[config.mk]
export PLATFORM = sky130hd
export DESIGN_NAME = down_counter
export DESIGN_NICKNAME = d
export VERILOG_FILES = /design/src/rtl/down_counter_pkg.sv /design/src/rtl/down_counter_sat_sub.sv /design/src/rtl/down_counter.sv
export SDC_FILE = /design/constraint.sdc
export NUM_CORES = 1
export LEC_CHECK = 0
export ABC_AREA = 1
export CORE_ASPECT_RATIO = 0.6
export CORE_MARGIN = 2
export CORE_UTILIZATION = 32
export DETAILED_ROUTE_END_ITERATION = 6
export PLACE_DENSITY = 0.64
export SLEW_MARGIN = 20
export SYNTH_ARGS = -nofsm -noshare
export SYNTH_HDL_FRONTEND = slang
export SYNTH_HIERARCHICAL = 1
export SYNTH_SLANG_ARGS = --single-unit
[constraint.sdc]
create_clock -name clk -period 8.5 [get_ports clk]
set_input_delay 1.275 -clock clk [delete_from_list [all_inputs] [get_ports clk]]
set_output_delay 1.275 -clock clk [all_outputs]
set_load 0.01 [all_outputs]
[src/rtl/down_counter_pkg.sv]
`default_nettype none
// ============================================================================
// Module      : down_counter_pkg
// Description : Shared types and constants for the down_counter block:
//               FSM state encoding and the default counter resolution.
// Revision    : 1.0 - initial release
// ============================================================================
package down_counter_pkg;

  // Default width of the counter and step operands, in bits.
  localparam int unsigned DEFAULT_RESOLUTION = 64;

  // Counter control states.
  typedef enum logic [1:0] {
    IDLE = 2'd0,
    RUN  = 2'd1,
    DONE = 2'd2
  } state_t;

endpackage : down_counter_pkg
`default_nettype wire

[src/rtl/down_counter_sat_sub.sv]
`default_nettype none
// ============================================================================
// Module      : sat_sub
// Description : Unsigned subtractor a - b that clamps at zero, with a flag
//               reporting a <= b (the count would reach or cross zero).
// Revision    : 1.0 - initial release
// ============================================================================
module sat_sub
  import down_counter_pkg::*;
#(
  parameter int unsigned RESOLUTION = DEFAULT_RESOLUTION
) (
  input  logic [RESOLUTION-1:0] a,
  input  logic [RESOLUTION-1:0] b,
  output logic [RESOLUTION-1:0] diff,
  output logic                  a_le_b
);

  // Clamp the difference to zero whenever the subtrahend covers the minuend.
  always_comb begin
    a_le_b = (a <= b);
    diff   = a_le_b ? '0 : (a - b);
  end

endmodule : sat_sub
`default_nettype wire

[src/rtl/down_counter.sv]
`default_nettype none
// ============================================================================
// Module      : down_counter
// Description : Loadable saturating down counter with IDLE/RUN/DONE control,
//               registered one-cycle underflow pulse and synchronous abort.
//               Optional periodic mode: define DOWN_COUNTER_AUTO_RELOAD_EN to
//               reload the last loaded value on underflow and stay in RUN.
// Revision    : 1.0 - initial release
// ============================================================================
module down_counter
  import down_counter_pkg::*;
#(
  parameter int unsigned RESOLUTION = DEFAULT_RESOLUTION
) (
  input  logic                  clk,
  input  logic                  reset,
  input  logic [RESOLUTION-1:0] load_value,
  input  logic                  load_valid,
  output logic                  load_ready,
  input  logic [RESOLUTION-1:0] decrement,
  input  logic                  enable,
  input  logic                  abort,
  output logic [RESOLUTION-1:0] counter_out,
  output logic                  underflow,
  output logic                  busy
);

  state_t                  state_q, state_d;
  logic [RESOLUTION-1:0]   count_q, count_d;
  logic                    underflow_q, underflow_d;
`ifdef DOWN_COUNTER_AUTO_RELOAD_EN
  logic [RESOLUTION-1:0]   reload_q, reload_d;
`endif

  logic [RESOLUTION-1:0]   step_diff;
  logic                    step_hits_zero;

  sat_sub #(
    .RESOLUTION (RESOLUTION)
  ) u_sat_sub (
    .a      (count_q),
    .b      (decrement),
    .diff   (step_diff),
    .a_le_b (step_hits_zero)
  );

  // Next-state, next-count and underflow pulse; abort overrides everything.
  always_comb begin
    state_d     = state_q;
    count_d     = count_q;
    underflow_d = 1'b0;
`ifdef DOWN_COUNTER_AUTO_RELOAD_EN
    reload_d    = reload_q;
`endif
    if (abort) begin
      state_d = IDLE;
      count_d = '0;
    end else begin
      case (state_q)
        IDLE, DONE: begin
          if (load_valid) begin
            count_d = load_value;
`ifdef DOWN_COUNTER_AUTO_RELOAD_EN
            reload_d = load_value;
`endif
            // A zero load finishes immediately so no zero-period loop can form.
            if (load_value == '0) begin
              state_d     = DONE;
              underflow_d = 1'b1;
            end else begin
              state_d = RUN;
            end
          end
        end
        RUN: begin
          if (enable) begin
            if (step_hits_zero) begin
              underflow_d = 1'b1;
`ifdef DOWN_COUNTER_AUTO_RELOAD_EN
              count_d = reload_q;
`else
              count_d = '0;
              state_d = DONE;
`endif
            end else begin
              count_d = step_diff;
            end
          end
        end
        default: begin
          state_d = IDLE;
          count_d = '0;
        end
      endcase
    end
  end

  // State, count and pulse registers with asynchronous clear.
  always_ff @(posedge clk or posedge reset) begin
    if (reset) begin
      state_q     <= IDLE;
      count_q     <= '0;
      underflow_q <= 1'b0;
`ifdef DOWN_COUNTER_AUTO_RELOAD_EN
      reload_q    <= '0;
`endif
    end else begin
      state_q     <= state_d;
      count_q     <= count_d;
      underflow_q <= underflow_d;
`ifdef DOWN_COUNTER_AUTO_RELOAD_EN
      reload_q    <= reload_d;
`endif
    end
  end

  // Outputs derived directly from registered state.
  always_comb begin
    counter_out = count_q;
    underflow   = underflow_q;
    busy        = (state_q == RUN);
    load_ready  = (state_q != RUN);
  end

endmodule : down_counter
`default_nettype wire
==> results.md <==
- Status: finished clean
- Synth cell types: 34
- Yosys warnings: 6
- DRC: 0
- Critical Path Max Stage Delay: 0.62 ns
- DR vias: between 10k and 15k
- Routed length on met3: 3530 um
- Core footprint: roughly 0.033 mm2
- Critical Path, Cell by Cell: clkdlybuf4s50_1 -> inv_1 -> ha_1 -> nand2_1 -> inv_1 -> a21oi_1 -> o21ai_0 -> nand2_1 -> nand2_1 -> a21oi_1 -> nand2_1 -> nand2_4 -> buf_4 -> nor2_1 -> nand3_1 -> nand2_1 -> nand2_1 -> o21ai_1
- H-tree depth: 3
- Std-Cell Rows: between 50 and 60
- F_max: 205 MHz
- Antenna violations before repair: 0
- Combinational Power Share: 0.616
- Slew Limit Fails: 0
- Total track usage: 0.237
- Pwr/cell area: around 150 mW/mm2
- Resized Gates After CTS: 0
- Cell count after synthesis: roughly 2.0k
- Worst Tran Pin Value: between 0.9 and 1 ns
- Critical Path Start Type: input port
- Ant. Diodes: 0
- Post-detail-place hpwl: around 35000 um
- Unrepaired setup endpoints after global routing: no
- Sequential cell area: 0.00168 mm2
- Wire per inst: 15.6 um
- Avg Cell Area, Syn: 5.30 um2
- Synthesized flop and latch total: 67
- Multi-input gate area in the final layout: around 0.0069 mm2
- Peak fanout along the critical path: 39
- Area Overhead vs Synth: 23.7%
- Slowest-stage cell, CP: buf_4
- Clk sinks: 67
- Share of layout cells above drive strength 1: 0.0594
- Lkg Pwr: between 7 and 8 nW
- CP required: 8.72 ns
- Largest net degree at the start of global routing: 71
- Final Skew: about 0.015 ns
- Max_cap viols: 0
- First-pass GRT wire length: around 63000 um
- Setup crit end kind: flop
- Total Power: around 2.0 mW
- Commonest non-fill, non-tap cell in the layout: nand2_1
- Slew HR: 0.356
- Net Count, Synth: about 2.2k
- CTS Buf Count: 9
- IO Pins: 200
- Vias per cell: approximately 4.6
- Die width: 240 um
- CP Class: input port to flop
- Met2 Wirelength: ~15000 um
- Post-synthesis sequential area ratio: 0.157
- # setup viols final: 0
- Overflow after GRT: 0
- Routability cong.: 0.914
- Fin crit period: 4.87 ns
- Dominant cells by area after synthesis: nand2_1 30%, inv_1 16%, dfrtp_1 16%, ha_1 7.5%, nor2_1 5.3%
- Starting density of the core: 0.327
- First-pass DRT Iterations: 6
- Height of the die: 145 um
- Cell Int Power: around 1.0 mW
- CTS root buffer: clkbuf_16
- Arr. time, crit path: between 5 and 6 ns
- Most frequent cells in the layout: 842 x nand2_1, 448 x inv_1, 199 x clkdlybuf4s50_1
- IO buf count: 199
- Yosys top cell by area: nand2_1
- Post-CTS Setup Bufs: 0
- Die Area: around 0.035 mm2
- Max Root-Sink Buffers: 2
- Top Metal Used: met4
- Clock transition at the registers of the reported paths: ~0.060 ns
- Fin. Hold Viols: 0
- Worst skew pair latency: ~0.37 ns
- Power share of the clock group: 0.182
- Met1 wire length: about 23000 um
- Final setup TNS: 0 ns
- TritonCTS clock tree: done
- Sw power: 1.02 mW
- Hold WS: around 0.53 ns
- Hold_buf cts: 0
- Share of the synthesized area in the top cell type: 0.296
- Number of routed nets with antenna violations: 0
- Sequential share of power: 0.203
- Fin nets: 2383
- Most used cell, CP: nand2_1
- DR iter-0 viols: around 1.0k
- Final period util: 0.573
- Number of global-route vias before repair: 11.0k
- Switch share: 0.504
- Final-layout fill cell count: roughly 3.7k
- Worst VDD drop: about 0.000096 V
- Final WL: ~41000 um
- Mapped cell area: between 0.01 and 0.015 mm2
- HP Class: flop to flop
## final timing paths
| kind | startpoint | end | slack, ns | depth (start not counted) |
|---|---|---|---|---|
| min in group asynchronous | reset | counter_out[3]$_DFFE_PP0P_ | 1.52 | 3 |
| max in group asynchronous | reset | counter_out[37]$_DFFE_PP0P_ | 6.33 | 3 |
| max reg2reg | counter_out[51]$_DFFE_PP0P_ | counter_out[37]$_DFFE_PP0P_ | 4.58 | 16 |
| min | state_q[1]$_DFFE_PP0P_ | state_q[1]$_DFFE_PP0P_ | 0.53 | 2 |
| max | decrement[51] | counter_out[37]$_DFFE_PP0P_ | 3.63 | 18 |
| min reg2reg | state_q[1]$_DFFE_PP0P_ | state_q[1]$_DFFE_PP0P_ | 0.53 | 2 |
## cells in the mapped netlist
library cell  instances
nor3_2                3
buf_2                 9
o21ai_1              54
inv_2                14
ha_1                 64
buf_1                 1
dfrtp_1              67
clkbuf_1              7
buf_6                17
clkinv_1              1
nand2_2              20
nand3b_1             18
xor2_1                1
nor2_2               41
nor2_1              151
o21bai_1              3
nand4_1               5
a21oi_4               1
nand3_1             105
inv_1               449
buf_4                 8
nor3_1               11
o21ai_2              10
buf_12                1
a21o_1                1
and3_1                1
fa_1                  1
nand3_2               1
xnor2_1              30
nor4_1                3
nor2_4               19
a21oi_1              50
o21ai_0               3
nand2_1             842
## through the flow
| step | cells | utilization | cell area [um2] | setup slack, ns |
|---|---|---|---|---|
| after global placement | 2624 | 0.396 | 12900 | 3.04 |
| final | 2640 | 0.404 | 13200 | 3.63 |
| after detailed placement | 2624 | 0.396 | 12900 | 3.26 |
| after CTS | 2640 | 0.404 | 13200 | 3.64 |
| after floorplan | 2012 | - | 10700 | 4.83 |
| after global routing | 2640 | 0.404 | 13200 | 3.26 |
## area by class of cell
cell class | count | area share
multi-input cells | 1438 | 0.523
repair buffers | 205 | 0.154
inverters | 464 | 0.132
flip-flops and latches | 67 | 0.127
well taps | 450 | 0.0427
clock buffers | 11 | 0.0177
clock inverters | 5 | 0.00228
## registers in the layout, indices dropped and copies added, names as in the netlist
| register | cells |
|---|---|
| underflow | 1 |
| state_q | 2 |
| counter_out | 64 |
## worst max-delay path: cells and delay by family
| kind | cells | cell delay [ns] |
|---|---|---|
| adder cells (fa/ha/maj) | 1 | 0.41 |
| AO/OA/AOI/OAI | 4 | 0.69 |
| AND/OR/NAND/NOR | 9 | 1.42 |
| buffers and inverters | 4 | 1.17 |
## layer usage
metal  vias to the layer above  GRT usage
met5                         -          0
met4                         0     0.0238
met3                        13     0.0582
met2                       371      0.302
met1                      5404      0.395
li1                       6273          -
## cells by family (layout without fill, tap and decap cells)
kind of cell / Yosys count / count (layout) / share of synthesized area
buffers and inverters: 507 / 685 / 0.196
XOR/XNOR: 31 / 31 / 0.0255
AND/OR/NAND/NOR: 1220 / 1220 / 0.482
adder cells (fa/ha/maj): 65 / 65 / 0.0770
AO/OA/AOI/OAI: 122 / 122 / 0.0628
flip-flops: 67 / 67 / 0.157
## power groups by stage
stage                     registers, mW  clock network (mW)  logic [mW]
after global routing              0.418               0.390        1.37
after CTS                         0.411               0.376        1.23
after floorplan                   0.426                   0       0.804
final                             0.410               0.367        1.24
after detailed placement          0.415                   0        1.23
after global placement            0.416                   0        1.22
Note: power is estimated with default switching activity, not from simulation.
